<file path="config.mk">
export PLATFORM = sky130hd
export DESIGN_NAME = dmem_responder
export DESIGN_NICKNAME = d
export VERILOG_FILES = /design/src/rtl/cpu_types_pkg.sv /design/src/rtl/wait_counter.sv /design/src/rtl/dmem_responder.sv
export SDC_FILE = /design/constraint.sdc
export NUM_CORES = 1
export LEC_CHECK = 0
export ABC_AREA = 1
export CORE_MARGIN = 2
export CORE_UTILIZATION = 50
export DETAILED_ROUTE_END_ITERATION = 6
export DONT_BUFFER_PORTS = 1
export PLACE_DENSITY = 0.73
export SYNTH_ARGS = -nofsm -noshare
export SYNTH_HDL_FRONTEND = slang
export SYNTH_SLANG_ARGS = --single-unit
</file>
<file path="constraint.sdc">
create_clock -name CLK -period 1.3 [get_ports CLK]
set_input_delay 0.26 -clock CLK [delete_from_list [all_inputs] [get_ports CLK]]
set_output_delay 0.26 -clock CLK [all_outputs]
set_load 0.005 [all_outputs]
</file>
<file path="src/rtl/cpu_types_pkg.sv">
// Shared CPU-side types for the data-memory path: word type and the responder FSM states.
package cpu_types_pkg;

  localparam int WORD_W = 32;

  typedef logic [WORD_W-1:0] word_t;

  typedef enum logic [1:0] {
    IDLE = 2'd0,
    REQ  = 2'd1,
    RESP = 2'd2
  } dresp_state_t;

  // Word accesses need the two byte-offset bits clear.
  function automatic logic is_aligned(input logic [1:0] byte_off);
    return byte_off == 2'b00;
  endfunction

endpackage

</file>
<file path="src/rtl/wait_counter.sv">
// Saturating wait counter for RAM accesses; flags the terminal count at TIMEOUT-1.
module wait_counter #(
  parameter int TIMEOUT = 64
) (
  input  logic CLK,
  input  logic nRST,
  input  logic clear,
  input  logic enable,
  output logic tc
);

  localparam int CNT_W = $clog2(TIMEOUT);
  localparam logic [CNT_W-1:0] LAST = CNT_W'(TIMEOUT - 1);

  logic [CNT_W-1:0] count;

  // NOTE: clocked state is always assigned with <= so every flop samples pre-edge values.
  always_ff @(posedge CLK) begin
    if (!nRST) begin
      count <= '0;
    end else if (clear) begin
      count <= '0;
    end else if (enable && !tc) begin
      count <= count + CNT_W'(1);
    end
  end

  assign tc = (count == LAST);

endmodule

</file>
<file path="src/rtl/dmem_responder.sv">
// Memory-stage data responder: turns dREN/dWEN level requests into one RAM access and a one-cycle dhit.
module dmem_responder
  import cpu_types_pkg::*;
#(
  parameter int ADDR_W  = 32,
  parameter int DATA_W  = WORD_W,
  parameter int TIMEOUT = 64
) (
  input  logic              CLK,
  input  logic              nRST,
  input  logic              dREN,
  input  logic              dWEN,
  input  logic [ADDR_W-1:0] daddr,
  input  logic [DATA_W-1:0] dstore,
  output logic              dhit,
  output logic [DATA_W-1:0] dload,
  output logic              derr,
  output logic              mem_ren,
  output logic              mem_wen,
  output logic [ADDR_W-1:0] mem_addr,
  output logic [DATA_W-1:0] mem_store,
  input  logic              mem_ready,
  input  logic [DATA_W-1:0] mem_load
);

  dresp_state_t state, next_state;
  logic         op_write;
  logic         err;
  logic         req;
  logic         aligned;
  logic         cnt_tc;

  assign req     = dREN | dWEN;
  assign aligned = is_aligned(daddr[1:0]);

  wait_counter #(.TIMEOUT(TIMEOUT)) u_wait (
    .CLK    (CLK),
    .nRST   (nRST),
    .clear  (state == IDLE),
    .enable (state == REQ),
    .tc     (cnt_tc)
  );

  always_ff @(posedge CLK) begin
    if (!nRST) state <= IDLE;
    else       state <= next_state;
  end

  // NOTE: every always_comb output gets a default first, so no path can infer a latch.
  always_comb begin
    next_state = state;
    case (state)
      IDLE:    if (req) next_state = aligned ? REQ : RESP;
      REQ:     if (mem_ready || cnt_tc) next_state = RESP;
      RESP:    next_state = IDLE;
      default: next_state = IDLE;
    endcase
  end

  // Request latches and the load register; the pipeline-side inputs are only looked at in IDLE.
  always_ff @(posedge CLK) begin
    if (!nRST) begin
      mem_addr  <= '0;
      mem_store <= '0;
      op_write  <= 1'b0;
      err       <= 1'b0;
      dload     <= '0;
    end else begin
      case (state)
        IDLE: begin
          if (req) begin
            mem_addr  <= daddr;
            mem_store <= dstore;
            op_write  <= dWEN;
            err       <= !aligned;
          end
        end
        REQ: begin
          // Ready is checked first so a completion in the abort cycle still counts as good.
          if (mem_ready) begin
            if (!op_write) dload <= mem_load;
            err <= 1'b0;
          end else if (cnt_tc) begin
            err <= 1'b1;
          end
        end
        default: ;
      endcase
    end
  end

  always_comb begin
    mem_ren = 1'b0;
    mem_wen = 1'b0;
    dhit    = 1'b0;
    derr    = 1'b0;
    case (state)
      REQ: begin
        mem_ren = !op_write;
        mem_wen = op_write;
      end
      RESP: begin
        dhit = 1'b1;
        derr = err;
      end
      default: ;
    endcase
  end

endmodule

</file>
==> qor.yml, run 1 <==
worst_setup_path:
  arrival_ns: 1.07
  worstSetupEndpoint: "mem_ren"
  crit_start: "state[1]"
  r2r_start: "state[1]"
  r2r-end: "dload[22]"
  reg2reg_depth: 8
  cp-start-kind: "flip-flop"
  crit_type: "reg -> out"
  worstPathMaxFanout: 4
  reg2reg_slack_ns: 0.03
  worst_setup_path_end_kind: "output port"
  critPathRequiredTime_ns: 1.04
timing:
  setup_viol: 3
  maxSlewViolCount: 0
  finalHoldViolCount: 0
  timing.setup.tns_ns: -0.04029
  rsz0062_at_grt: "yes"
  fmaxAchievable_ghz: 0.7535
  worst_pin_slew_ns: 0.2338
  finalCriticalPeriod_ns: 1.327
  skew_ns: 0.005538
  min_period_over_period_pct: 102.1
  relSlewSlack_pct: 84.25
  finalWorstSetupSlack_ns: -0.02723
min_path:
  hold_path_class: "in -> reg"
synthesis:
  synth_area_um2: 3889
  yosys.area.top_type_share_pct: 54.57
  syn_inst: 501
  synth_top_cell_by_area: "dfxtp_1"
  yosysSeqAreaShare_pct: 54.57
  synth_cell_types: 25
  synth_ff_type: "dfxtp_1"
  synthArstFlopShare_pct: 0
  avgSynthCellArea_um2: 7.762
  synthTopCellsByArea: "dfxtp_1 (55%), nor2_1 (20%), o21ai_0 (9.5%)"
  synth_edf_count: 0
  synth_warnings: 0
  ys_ff_latch: 106
  syn-num-nets: 603
routing:
  postRouteAntennaNets: 0
  dr.pass1.iters: 4
  num_vias: 3292
  routed_wl_um: 9922
  post_drt_wl_per_cell_um: 16.06
  drt-initial-drc-count: 97
  via_per_inst: 5.327
  drc: 0
floorplanning:
  placementRows: 32
  io_pins: 201
  die_area_um2: 8499
  dieHeight_um: 92.19
  chipWidth_um: 92.19
  start_util_pct: 50.85
  core_area_um2: 7647
run_status:
  status: "finished with violations"
  failed_checks: "setup timing"
placement:
  place_hpwl_um: 6149
  placed_cell_area_um2: 3985
  dp.cells: 587
  routabilityCongestion: 0.8281
  portBuffers: 0
grt:
  grtUsageMet2_pct: 34.44
  grt_first_pass_wirelength_um: 13920
  first_global_vias: 2973
  antenna_found_initial: 0
  grt_max_degree: 99
  met1_usage_pct: 22.26
  use_met3_pct: 9.121
  busiest_layer: "met2"
  grt_usage_pct: 20.38
  grt_overflow: 0
finish:
  syn2layout_area_growth_pct: 16.73
  antenna_cells: 0
  utilization_pct: 59.36
  drive_above_1_share_pct: 14.53
  fin_cells: 618
  nNetsFinal: 613
  fin_area_um2: 4539
clock_tree:
  cts_tree: "yes"
  cts_sinks: 106
  clock_path_buffers: 2
  htreeDepth: 3
  cts.clk_slew.worst_paths_ns: 0.10
  clk_latency_ns: 0.36
  cts_buffers: 9
  root_buffer: "clkbuf_8"
pwr:
  powerDensity_nw_per_um2: 1441
  leakagePower_uw: 0.001819
  ir_drop_v: 0.0008719
  p_total_uw: 6543
run:
  max_cap_violations: 0
[synth_stat cells (3+ instances only)]
cell and n:
a21oi_1 8, buf_2 3, buf_4 6, buf_6 6, clkbuf_1 8, clkbuf_2 6, dfxtp_1 106, inv_1 12
nand2_1 23, nand3_1 5, nor2_1 204, o21ai_0 74, o21ai_1 24
[stage by stage]
| stage | setup WS (ns) | hold WS [ns] |
|---|---|---|
| floorplan | 0.01384 | 0.3949 |
| global placement | 0.05540 | 0.3891 |
| detailed placement | 0.004019 | 0.3986 |
| CTS | -0.05718 | 0.01413 |
| global route | -0.08171 | 0.006596 |
| finish | -0.02723 | 0.03003 |
[kinds of logic (layout without fill, tap and decap cells)]
kind of cell / after synthesis / after routing / share of synthesized area, %
AOI/OAI and AO/OA: 107 / 107 / 13.84
xor gates and xnor gates: 2 / 2 / 0.4505
adders and majority gates: 1 / 1 / 0.3217
buffers and inverters: 45 / 59 / 6.435
DFF: 106 / 106 / 54.57
and+or+nand+nor: 240 / 241 / 24.39
[where the power goes]
group | total (uW) | internal, uW | leakage (uW) | switching, uW
Clock | 2030 | 943 | 0.0000945 | 1090
Combinational | 800 | 355 | 0.000850 | 446
Sequential | 3710 | 3510 | 0.000875 | 202
Total | 6540 | 4810 | 0.00182 | 1740
[metal layers]
layer / up-vias / wire length [um]
li1: 1614 / -
met4: 0 / 149
met3: 15 / 1016
met2: 150 / 4858
met1: 1513 / 3898
met5: - / 0
[worst min-delay path by stage]
stage	cells past startpoint	to	startpoint
5_1_grt	2	dload[12]	nRST
6_report	2	mem_addr[15]	daddr[15]
3_3_place_gp	2	err	nRST
3_5_place_dp	2	err	nRST
2_1_floorplan	2	mem_store[5]	dstore[5]
4_1_cts	2	mem_addr[11]	daddr[11]
[registers in the layout (all words and copies together), names as in the netlist]
register	count
u_wait.count	6
state	2
dload	32
mem_addr	32
mem_store	32
err	1
op_write	1
[critical path, stage by stage (launching register included)]
cell and delay, ns:
dfxtp_2 0.34, inv_4 0.07, nand2_4 0.06, nor2_4 0.12, buf_6 0.11
[layout make-up]
class | count | area [um2]
inverters | 15 | 73.82
clock buffers | 10 | 137.6
multi-input cells | 351 | 1618
fillers | 688 | 3108
flip-flops and latches | 106 | 2127
well taps | 102 | 127.6
clock inverters | 6 | 66.31
repair buffers | 28 | 389.1
[timing repair]
item,4_1_cts,5_1_grt
pin swaps,0,3
gates cloned,0,6
hold buffers,1,0
hold endpoints to repair,1,0
setup endpoints to repair,12,67
setup buffers,2,6
gates resized for setup,11,37
[cell usage in the layout (no fill, tap or decap), types with 2 or more instances in the layout]
cell type / netlist / routed
nor2_4: 2 / 5
nand2_1: 23 / 23
nor2_1: 204 / 199
inv_1: 12 / 10
inv_4: 1 / 2
inv_2: 2 / 2
clkbuf_16: 0 / 4
o21ai_2: 0 / 9
clkbuf_8: 0 / 10
buf_4: 6 / 11
nor2_2: 1 / 3
dfxtp_1: 106 / 102
xor2_1: 2 / 2
dfxtp_2: 0 / 4
buf_12: 0 / 7
buf_6: 6 / 5
a21oi_1: 8 / 8
o21ai_0: 74 / 65
o21ai_1: 24 / 24
clkinvlp_4: 0 / 3
nand2_4: 2 / 2
nand3_1: 5 / 4
(Power assumes the default switching activity.)
==> run 2, diff against run 1 <==
==> constraint.sdc (replaced) <==
create_clock -name CLK -period 1.3 [get_ports CLK]
set_input_delay 0.39 -clock CLK [delete_from_list [all_inputs] [get_ports CLK]]
set_output_delay 0.39 -clock CLK [all_outputs]
set_load 0.005 [all_outputs]
==> qor.yml, run 2 (synthesized netlist as in run 1, its figures left out) <==
worst_setup_path:
  arrival_ns: 1.04
  crit_type: "reg -> out"
  critPathRequiredTime_ns: 0.91
  worstPathMaxFanout: 3
  worst-path-buf-inv: 2
  crit_family: "flip-flops"
  worst_setup_path_end_kind: "output port"
  crit_path_max_incr_delay_ns: 0.37
  cp-start-kind: "flip-flop"
  slowest_stage: "dfxtp_4"
  cp_cell_sequence: "buf_6 > inv_2 > and3_4"
routing:
  num_vias: 3323
  dr.pass1.iters: 4
  postRouteAntennaNets: 0
  via_per_inst: 5.351
  drt-initial-drc-count: 93
  routed_wl_um: 9910
  post_drt_wl_per_cell_um: 15.96
  drc: 0
clock_tree:
  clock_path_buffers: 2
  cts.clk_slew.worst_paths_ns: 0.11
  root_buffer: "clkbuf_8"
  clk_latency_ns: 0.36
  ctsHoldBuffers: 0
  htreeDepth: 3
  cts_buffers: 9
  cts_tree: "yes"
  cts_sinks: 106
pwr:
  ir_drop_v: 0.0006256
  p_comb_share_pct: 13.0
  intPower_uw: 4664
  powerDensity_nw_per_um2: 1417
  swShare_pct: 28.03
  power_frac_clock_pct: 29.6
  leakagePower_uw: 0.001835
  switching_power_uw: 1817
  pwr-share-seq_pct: 57.4
timing:
  maxSlewViolCount: 0
  relSlewSlack_pct: 84.15
  skew_ns: 0.01133
  finalHoldViolCount: 0
  rsz0062_at_grt: "yes"
  finalWorstSetupSlack_ns: -0.1282
  fmaxAchievable_ghz: 0.7002
  finalCriticalPeriod_ns: 1.428
  worst_pin_slew_ns: 0.2372
  min_period_over_period_pct: 109.9
  setup_viol: 56
finish:
  syn2layout_area_growth_pct: 17.60
  top_regs: "dload x32, mem_addr x32, mem_store x32"
  final_common_cell: "nor2_1"
  drive_above_1_share_pct: 18.69
  fin_area_um2: 4573
  antenna_cells: 0
  final_cell_mix: "nor2_1 (188), dfxtp_1 (102), o21ai_0 (49)"
  nNetsFinal: 616
grt:
  grt_usage_pct: 21.19
  first_global_vias: 3044
  antenna_found_initial: 0
  grt_overflow: 0
  grt_first_pass_wirelength_um: 14500
  grt_max_degree: 99
floorplanning:
  core_area_um2: 7647
  die_area_um2: 8499
  chipWidth_um: 92.19
  placementRows: 32
  dieHeight_um: 92.19
  io_pins: 201
  start_util_pct: 50.85
run_status:
  status: "finished with violations"
  failed_checks: "setup timing"
placement:
  pre_cts_ws_ns: -0.08575
  placed_cell_area_um2: 3988
  routabilityCongestion: 0.8216
  place_hpwl_um: 6286
  portBuffers: 0
min_path:
  hold_path_class: "in -> reg"
run:
  max_cap_violations: 0
[run 2: cell count changes in the layout (fill, tap and decap cells not counted), sizes merged]
cell,previous run,this run
clkbuf,14,13
bufbuf,0,1
clkinvlp,3,0
buf,23,28
dlygate4sd3,1,0
inv,14,18
bufinv,1,0
nand2,26,25
[run 2: stage by stage]
step                utilization (%)  total power [uW]  hold WS [ns]  setup TNS (ns)  cells
CTS                           56.28              6352        0.1423          -1.509    611
detailed placement            52.14              4425        0.4986          -3.674    589
finish                        59.80              6481        0.1519          -2.002    621
floorplan                         -              4270        0.4438         -0.3197    501
global placement              52.14              4394        0.4787         -0.7460    589
global route                  59.80              6786        0.1313          -10.42    621
[run 2: area by class of cell]
type / count / area [um2]
Inverter: 15 / 73.82
Timing Repair Buffer: 32 / 401.6
Multi-Input combinational cell: 350 / 1654
Sequential cell: 106 / 2130
Clock inverter: 6 / 48.80
Tap cell: 102 / 127.6
Fill cell: 718 / 3074
Clock buffer: 10 / 137.6
[run 2: metal layers]
layer,part of all wire (%),vias up,GRT usage (%)
li1,-,1626,-
met1,40,1530,24.93
met2,49,156,34.80
met3,10,11,8.956
met4,1.1,0,7.214
met5,0,-,0
[run 2: path summary, 6_finish.rpt]
path / from / to / slack, ns / cells after the start
worst max-delay path: state[0] / derr / -0.13 / 3
worst min-delay path: daddr[8] / mem_addr[8] / 0.15 / 2
worst max register to register: state[1] / dload[31] / -0.08 / 8
worst min register to register: dload[24] / dload[24] / 0.51 / 2
[run 2: what timing repair did]
item / in CTS / in global routing
pin swaps: 2 / 8
gates cloned: 1 / 4
gates resized for setup: 22 / 50
setup buffers: 5 / 6
setup endpoints to repair: 42 / 108
[run 2: power by group through the flow]
stage / combinational (uW) / clock (uW) / sequential, uW
finish: 843 / 1920 / 3720
global placement: 607 / 0 / 3790
floorplan: 546 / 0 / 3720
detailed placement: 638 / 0 / 3790
global route: 957 / 2080 / 3750
CTS: 673 / 1960 / 3720
